<file path="src/rtl/nand_seq_pkg.sv">
// nand_seq_pkg: opcode/state types and default timing for the NAND bus sequencer.
// The optional busy timeout is compiled in with NAND_SEQ_TIMEOUT_EN.
`timescale 1ns/1ps
package nand_seq_pkg;

    typedef enum logic [2:0] {
        OP_CMD     = 3'd0,
        OP_ADDR    = 3'd1,
        OP_WDATA   = 3'd2,
        OP_RDATA   = 3'd3,
        OP_WAIT_RB = 3'd4
    } op_t;

    typedef enum logic [2:0] {
        IDLE      = 3'd0,
        SETUP     = 3'd1,
        STROBE    = 3'd2,
        HOLD      = 3'd3,
        BUSY_WAIT = 3'd4
    } state_t;

    localparam int T_WP_DEF        = 2;
    localparam int T_RP_DEF        = 2;
    localparam int T_WH_DEF        = 2;
    localparam int T_WB_DEF        = 4;
    localparam int TIMEOUT_CYC_DEF = 4096;

    function automatic int imax(input int a, input int b);
        return (a > b) ? a : b;
    endfunction

endpackage

</file>
<file path="src/rtl/nand_rb_sync.sv">
// nand_rb_sync: two-flop synchroniser for the asynchronous R/B# pin.
// Resets to 1 so the device is seen as ready until proven busy.
`timescale 1ns/1ps
module nand_rb_sync (
    input  logic i_clk,
    input  logic i_rst,
    input  logic i_rb_n,
    output logic o_rb_n
);

    logic [1:0] r_sync;

    // shift R/B# through two flops into the clk domain
    always_ff @(posedge i_clk) begin
        if (i_rst) r_sync <= 2'b11;
        else       r_sync <= {r_sync[0], i_rb_n};
    end

    assign o_rb_n = r_sync[1];

endmodule

</file>
<file path="src/rtl/nand_bus_sequencer.sv">
// nand_bus_sequencer: turns single-byte controller ops into timed NAND pin activity.
// Define NAND_SEQ_TIMEOUT_EN to bound BUSY_WAIT by TIMEOUT_CYC and flag rsp_err.
`timescale 1ns/1ps
module nand_bus_sequencer
    import nand_seq_pkg::*;
#(
    parameter int T_WP        = T_WP_DEF,
    parameter int T_RP        = T_RP_DEF,
    parameter int T_WH        = T_WH_DEF,
    parameter int T_WB        = T_WB_DEF,
    parameter int TIMEOUT_CYC = TIMEOUT_CYC_DEF
) (
    input  logic       clk,
    input  logic       rst,
    input  logic       req_valid,
    input  logic [2:0] req_op,
    input  logic [7:0] req_data,
    output logic       req_ready,
    output logic       rsp_valid,
    output logic [7:0] rsp_data,
    output logic       rsp_err,
    input  logic       chip_en,
    output logic       ce_n,
    output logic       cle,
    output logic       ale,
    output logic       we_n,
    output logic       re_n,
    output logic [7:0] dq_out,
    output logic       dq_oe,
    input  logic [7:0] dq_in,
    input  logic       rb_n
);

    localparam int T_MAX = imax(imax(imax(T_WP, T_RP), imax(T_WH, T_WB)), TIMEOUT_CYC);
    localparam int CW    = $clog2(T_MAX) + 1;

    state_t        r_state;
    state_t        w_next;
    op_t           r_op;
    logic [7:0]    r_data;
    logic [CW-1:0] r_cnt;
    logic          r_wb_done;
    logic          r_ce_n;
    logic          r_rsp_valid;
    logic          r_rsp_err;
    logic [7:0]    r_rsp_data;
    logic          w_rb;
    logic          w_cnt_zero;
    logic          w_accept;
    logic          w_rsp_fire;
    logic          w_rsp_err;
    logic          w_active;
    logic          w_wr;

    nand_rb_sync u_rb_sync (
        .i_clk  (clk),
        .i_rst  (rst),
        .i_rb_n (rb_n),
        .o_rb_n (w_rb)
    );

    assign w_cnt_zero = (r_cnt == '0);
    assign w_accept   = req_valid && (r_state == IDLE);

    // state register
    always_ff @(posedge clk) begin
        if (rst) r_state <= IDLE;
        else     r_state <= w_next;
    end

    // next-state decode; also flags the response pulse on exit edges
    always_comb begin
        w_next     = r_state;
        w_rsp_fire = 1'b0;
        w_rsp_err  = 1'b0;
        unique case (r_state)
            IDLE: begin
                if (req_valid)
                    w_next = (op_t'(req_op) == OP_WAIT_RB) ? BUSY_WAIT : SETUP;
            end
            SETUP: w_next = STROBE;
            STROBE: begin
                if (w_cnt_zero) begin
                    w_next     = HOLD;
                    w_rsp_fire = (r_op == OP_RDATA);
                end
            end
            HOLD: begin
                if (w_cnt_zero) w_next = IDLE;
            end
            BUSY_WAIT: begin
                if ((!r_wb_done && w_cnt_zero && w_rb) || (r_wb_done && w_rb)) begin
                    w_next     = IDLE;
                    w_rsp_fire = 1'b1;
                end
`ifdef NAND_SEQ_TIMEOUT_EN
                else if (r_wb_done && w_cnt_zero) begin
                    w_next     = IDLE;
                    w_rsp_fire = 1'b1;
                    w_rsp_err  = 1'b1;
                end
`endif
            end
            default: w_next = IDLE;
        endcase
    end

    // request latch, shared down-counter and response registers
    always_ff @(posedge clk) begin
        if (rst) begin
            r_op        <= OP_CMD;
            r_data      <= '0;
            r_cnt       <= '0;
            r_wb_done   <= 1'b0;
            r_rsp_valid <= 1'b0;
            r_rsp_err   <= 1'b0;
            r_rsp_data  <= '0;
        end else begin
            r_rsp_valid <= w_rsp_fire;
            r_rsp_err   <= w_rsp_err;
            if (w_accept) begin
                r_op   <= op_t'(req_op);
                r_data <= req_data;
            end
            if (r_state == STROBE && w_cnt_zero && r_op == OP_RDATA)
                r_rsp_data <= dq_in;
            if (w_next != r_state) begin
                r_wb_done <= 1'b0;
                unique case (w_next)
                    STROBE:    r_cnt <= (r_op == OP_RDATA) ? CW'(T_RP - 1) : CW'(T_WP - 1);
                    HOLD:      r_cnt <= CW'(T_WH - 1);
                    BUSY_WAIT: r_cnt <= CW'(T_WB - 1);
                    default:   r_cnt <= '0;
                endcase
            end else if (r_state == BUSY_WAIT && !r_wb_done && w_cnt_zero) begin
                r_wb_done <= 1'b1;
                r_cnt     <= CW'(TIMEOUT_CYC - 1);
            end else if (!w_cnt_zero) begin
                r_cnt <= r_cnt - 1'b1;
            end
        end
    end

    // chip enable follows the controller one cycle late in every state
    always_ff @(posedge clk) begin
        if (rst) r_ce_n <= 1'b1;
        else     r_ce_n <= ~chip_en;
    end

    // pin decode from the current state and latched op
    always_comb begin
        w_active = (r_state == SETUP) || (r_state == STROBE) || (r_state == HOLD);
        w_wr     = (r_op == OP_CMD) || (r_op == OP_ADDR) || (r_op == OP_WDATA);
        cle      = w_active && (r_op == OP_CMD);
        ale      = w_active && (r_op == OP_ADDR);
        dq_oe    = w_active && w_wr;
        dq_out   = dq_oe ? r_data : 8'h00;
        we_n     = !((r_state == STROBE) && w_wr);
        re_n     = !((r_state == STROBE) && (r_op == OP_RDATA));
    end

    assign req_ready = (r_state == IDLE);
    assign ce_n      = r_ce_n;
    assign rsp_valid = r_rsp_valid;
    assign rsp_data  = r_rsp_data;
    assign rsp_err   = r_rsp_err;

endmodule

</file>
<file path="config.mk">
export PLATFORM = sky130hd
export DESIGN_NAME = nand_bus_sequencer
export DESIGN_NICKNAME = d
export VERILOG_FILES = /design/src/rtl/nand_seq_pkg.sv /design/src/rtl/nand_rb_sync.sv /design/src/rtl/nand_bus_sequencer.sv
export SDC_FILE = /design/constraint.sdc
export NUM_CORES = 1
export LEC_CHECK = 0
export ABC_AREA = 1
export BUFFER_PORTS_ARGS = -buffer_cell sky130_fd_sc_hd__buf_2
export CORE_ASPECT_RATIO = 0.9
export CORE_MARGIN = 1.5
export CORE_UTILIZATION = 47
export DETAILED_ROUTE_END_ITERATION = 8
export HOLD_SLACK_MARGIN = 0.05
export PLACE_DENSITY = 0.85
export SLEW_MARGIN = 20
export SYNTH_ARGS = -nofsm -noshare
export SYNTH_HDL_FRONTEND = slang
export SYNTH_SLANG_ARGS = --single-unit
</file>
<file path="constraint.sdc">
create_clock -name clk -period 1.9 [get_ports clk]
set_clock_uncertainty 0.1 [all_clocks]
set_input_delay 0.285 -clock clk [delete_from_list [all_inputs] [get_ports clk]]
set_output_delay 0.285 -clock clk [all_outputs]
set_load 0.02 [all_outputs]
</file>
==> impl_metrics.xml <==
<?xml version="1.0" encoding="UTF-8"?>
<metrics>
  <group name="outcome">
    <metric name="run_status" unit="">complete, but fails checks</metric>
    <metric name="violations" unit="">setup timing</metric>
  </group>
  <group name="placed_design">
    <metric name="place_area" unit="mm²">0.00224</metric>
    <metric name="globalplace.congestion" unit="">0.872</metric>
    <metric name="place.port_buffers" unit="">47</metric>
    <metric name="hpwl_after_detailed_placement" unit="µm">3150</metric>
    <metric name="place_inst" unit="">347</metric>
  </group>
  <group name="synthesis">
    <metric name="most_used_standard_cell_by_instance_count_after_synthesis" unit="">dfxtp_1</metric>
    <metric name="yosys.cell_types.count" unit="">36</metric>
    <metric name="number_of_flip_flops_and_latches_in_the_synthesized_netlist" unit="">40</metric>
    <metric name="leading_cell_types_by_total_area_after_synthesis" unit="">dfxtp_1 (41%), inv_1 (7.2%), a21oi_1 (5.8%)</metric>
    <metric name="synth-edff-count" unit="">0</metric>
    <metric name="synth_area_per_cell" unit="µm²">7.72</metric>
    <metric name="mappedNetlistArea" unit="mm²">0.00198</metric>
    <metric name="synthDominantAreaCellType" unit="">dfxtp_1</metric>
    <metric name="yosys_warnings" unit="">0</metric>
    <metric name="synth-async-reset-ratio" unit="%">0</metric>
    <metric name="ys_dominant_reg_cell" unit="">dfxtp_1</metric>
    <metric name="synth_top_area_share" unit="%">40.5</metric>
    <metric name="post_synth_inst_count" unit="">256</metric>
    <metric name="synthTopCellsByCount" unit="">dfxtp_1 (40), inv_1 (38), nand2_1 (29), nor2_1 (27), a21oi_1 (23)</metric>
    <metric name="syn_nets" unit="">281</metric>
    <metric name="synth_seq_area_share" unit="%">40.5</metric>
  </group>
  <group name="drt">
    <metric name="route.detailed.vias_per_inst" unit="">5.29</metric>
    <metric name="drcViolationCount" unit="">0</metric>
    <metric name="routed_wirelength" unit="µm">4850</metric>
    <metric name="num_vias" unit="">1921</metric>
    <metric name="antenna_left" unit="">0</metric>
    <metric name="routed_wire_length_per_instance" unit="µm">13.3</metric>
    <metric name="firstDrtPassIters" unit="">4</metric>
    <metric name="drt-initial-drc-count" unit="">165</metric>
  </group>
  <group name="power">
    <metric name="p_sw_share" unit="%">46.9</metric>
    <metric name="ir_worst_vdd" unit="mV">0.942</metric>
    <metric name="power_frac_seq" unit="%">24.8</metric>
    <metric name="share_clk_of_total_power" unit="%">14.8</metric>
    <metric name="leakage" unit="nW">1.14</metric>
    <metric name="power.density" unit="mW/mm²">1880</metric>
    <metric name="power.switching" unit="W">0.00221</metric>
    <metric name="internal_power" unit="W">0.00250</metric>
    <metric name="power.share.combinational" unit="%">60.4</metric>
  </group>
  <group name="floorplan">
    <metric name="fp.dieW" unit="µm">71.4</metric>
    <metric name="num_rows" unit="">22</metric>
    <metric name="top_level_ports" unit="">49</metric>
    <metric name="die-area" unit="mm²">0.00460</metric>
    <metric name="coreArea" unit="mm²">0.00405</metric>
    <metric name="floorplan.initialDensity" unit="%">48.9</metric>
    <metric name="height_of_the_die" unit="µm">64.5</metric>
  </group>
  <group name="layout">
    <metric name="n_antenna_cell" unit="">0</metric>
    <metric name="design.final.nets" unit="">339</metric>
    <metric name="fillCellCount" unit="">314</metric>
    <metric name="layout-area-overhead-vs-synth" unit="%">27.0</metric>
    <metric name="postLayoutCoreUtil" unit="%">62.0</metric>
    <metric name="fin_cells" unit="">363</metric>
    <metric name="multi_input_combinational_cell_area" unit="mm²">0.00107</metric>
    <metric name="final_layout_size_suffix_gt1_share" unit="%">37.5</metric>
    <metric name="register_area" unit="µm²">806</metric>
    <metric name="finish.instance_area" unit="mm²">0.00251</metric>
  </group>
  <group name="min_path">
    <metric name="timing.hold.worst_path_depth" unit="">2</metric>
    <metric name="worst_hold_path_type" unit="">in -&gt; reg</metric>
    <metric name="worstHoldEndpoint" unit="">u_rb_sync.r_sync[0]$_SDFF_PP1_</metric>
    <metric name="min-delay-start" unit="">rb_n</metric>
  </group>
  <group name="global_route">
    <metric name="groute.usage.overall" unit="%">20.0</metric>
    <metric name="grt_pass1_wl" unit="µm">7310</metric>
    <metric name="grt.overflow.total" unit="">0</metric>
    <metric name="grt_max_degree" unit="">22</metric>
    <metric name="first_global_vias" unit="">1730</metric>
    <metric name="antenna_found_initial" unit="">0</metric>
  </group>
  <group name="cts">
    <metric name="cts_max_level" unit="">2</metric>
    <metric name="cts-root-buf" unit="">clkbuf_8</metric>
    <metric name="max-clock-path-buffers" unit="">2</metric>
    <metric name="tritoncts" unit="">built</metric>
    <metric name="path_clk_slew" unit="ns">0.08</metric>
    <metric name="cts.sinks" unit="">40</metric>
    <metric name="cts_made_buffers" unit="">5</metric>
    <metric name="clock_insertion_delay_worst_skew" unit="ns">0.30</metric>
  </group>
  <group name="critical_path">
    <metric name="worst-endpoint-arrival" unit="ns">2.02</metric>
    <metric name="crit_path_end_kind" unit="">register</metric>
    <metric name="timing.critical_path.fanout_max" unit="">6</metric>
    <metric name="regToRegStartpoint" unit="">r_cnt[0]$_SDFFE_PP0P_</metric>
    <metric name="crit_path_start_kind" unit="">register</metric>
    <metric name="criticalPathCategory" unit="">reg -&gt; reg</metric>
    <metric name="worst-r2r-cell-count" unit="">12</metric>
    <metric name="capturing_point_of_the_worst_reg2reg_path" unit="">r_cnt[0]$_SDFFE_PP0P_</metric>
    <metric name="setup.reg_to_reg.worst_slack" unit="ns">-0.03</metric>
    <metric name="worst_ep_required_time" unit="ns">1.99</metric>
  </group>
  <group name="timing">
    <metric name="final_min_period_over_clock_period" unit="%">102</metric>
    <metric name="tns" unit="ns">-0.0569</metric>
    <metric name="whs" unit="ns">0.0641</metric>
    <metric name="timing_worst_slew_pin_value" unit="ns">0.612</metric>
    <metric name="max_freq" unit="MHz">518</metric>
    <metric name="hold_violations" unit="">0</metric>
    <metric name="maxSlewViolCount" unit="">0</metric>
    <metric name="finalSetupViolations" unit="">3</metric>
    <metric name="max_slew_margin" unit="%">59.2</metric>
    <metric name="timing.final.ws_setup" unit="ns">-0.0292</metric>
    <metric name="layout_min_cycle_time" unit="ns">1.93</metric>
  </group>
  <group name="run">
    <metric name="timing.max_cap.violations" unit="">0</metric>
  </group>
</metrics>
[power groups by stage]
stage	Clock, W	Sequential, W	Combinational, W
floorplan	0	0.00114	0.00200
global placement	0	0.00115	0.00231
detailed placement	0	0.00116	0.00237
CTS	0.000695	0.00114	0.00245
global route	0.000730	0.00118	0.00307
finish	0.000700	0.00117	0.00285
[how the worst max path moves through the flow]
stage / startpoint / end / slack (ns) / cells after the start
after floorplan: r_cnt[0]$_SDFFE_PP0P_ / r_cnt[1]$_SDFFE_PP0P_ / 0.16 / 12
after global placement: r_cnt[0]$_SDFFE_PP0P_ / r_cnt[1]$_SDFFE_PP0P_ / 0.08 / 12
after detailed placement: r_cnt[0]$_SDFFE_PP0P_ / r_cnt[1]$_SDFFE_PP0P_ / -0.01 / 12
after CTS: r_cnt[0]$_SDFFE_PP0P_ / r_cnt[1]$_SDFFE_PP0P_ / 0.02 / 12
after global routing: r_cnt[0]$_SDFFE_PP0P_ / r_cnt[0]$_SDFFE_PP0P_ / -0.08 / 12
final: r_cnt[0]$_SDFFE_PP0P_ / r_cnt[0]$_SDFFE_PP0P_ / -0.03 / 12
[kinds of logic after synthesis]
logic type,share of synthesized area [%]
AND/OR/NAND/NOR,31.1
AO/OA/AOI/OAI,13.5
XOR/XNOR,3.54
buffers and inverters,10.6
flip-flops,40.5
adder cells (fa/ha/maj),0.633
other,0.190
[worst max-delay path, cell delays in order, from the launching register on]
cell,delay (ns)
dfxtp_2,0.36
inv_4,0.05
ha_4,0.16
nand2_4,0.09
nor2_4,0.06
nand2_4,0.10
nand4_1,0.13
o21ai_1,0.14
nand2_1,0.12
nor2_4,0.26
nand3_2,0.13
nand2_1,0.08
nor2_1,0.04
[cell usage in the layout (no fill, tap or decap), drive strengths merged, types with 2 or more instances in the layout]
cell / instances
o31ai: 2
inv: 40
xnor2: 4
nand2: 41
o21ai: 19
nor3: 9
or2: 2
nor4: 2
a21oi: 26
nand3: 12
clkbuf: 5
xor2: 4
buf: 56
nor2: 40
dfxtp: 40
nand4: 3
[through the flow]
stage / setup WS [ns] / power, W
6_report: -0.0292 / 0.00472
5_1_grt: -0.0801 / 0.00499
4_1_cts: 0.0173 / 0.00429
3_5_place_dp: -0.0139 / 0.00353
3_3_place_gp: 0.0773 / 0.00346
2_1_floorplan: 0.159 / 0.00314
[routing by layer]
| metal | track usage [%] | up-vias | part of all wire [%] |
|---|---|---|---|
| met5 | 0 | - | 0 |
| met4 | 9.67 | 0 | 2.9 |
| met3 | 4.67 | 14 | 6.2 |
| met2 | 33.0 | 84 | 48 |
| met1 | 24.5 | 893 | 43 |
| li1 | - | 930 | - |
[final cells by class]
type / instances / share of cell area, %
inverters: 40 / 6.08
repair buffers: 57 / 12.5
well taps: 48 / 2.39
clock buffers: 5 / 2.74
flip-flops and latches: 40 / 32.1
multi-input cells: 170 / 42.5
clock inverters: 3 / 1.69
[what timing repair did]
item / 4_1_cts / 5_1_grt
hold endpoints to repair: 1 / 0
resized for setup: 3 / 21
hold buffers: 1 / 0
pin swaps: 2 / 7
setup endpoints to repair: 10 / 32
setup buffers: 1 / 4
cloned: 1 / 1
[registers in the layout (all words and copies together) (netlist names)]
name / cells
r_wb_done: 1
r_cnt: 13
u_rb_sync.r_sync: 2
r_state: 3
rsp_data: 8
rsp_valid: 1
r_op: 3
ce_n: 1
r_data: 8
Power figures use the tool's default switching activity.
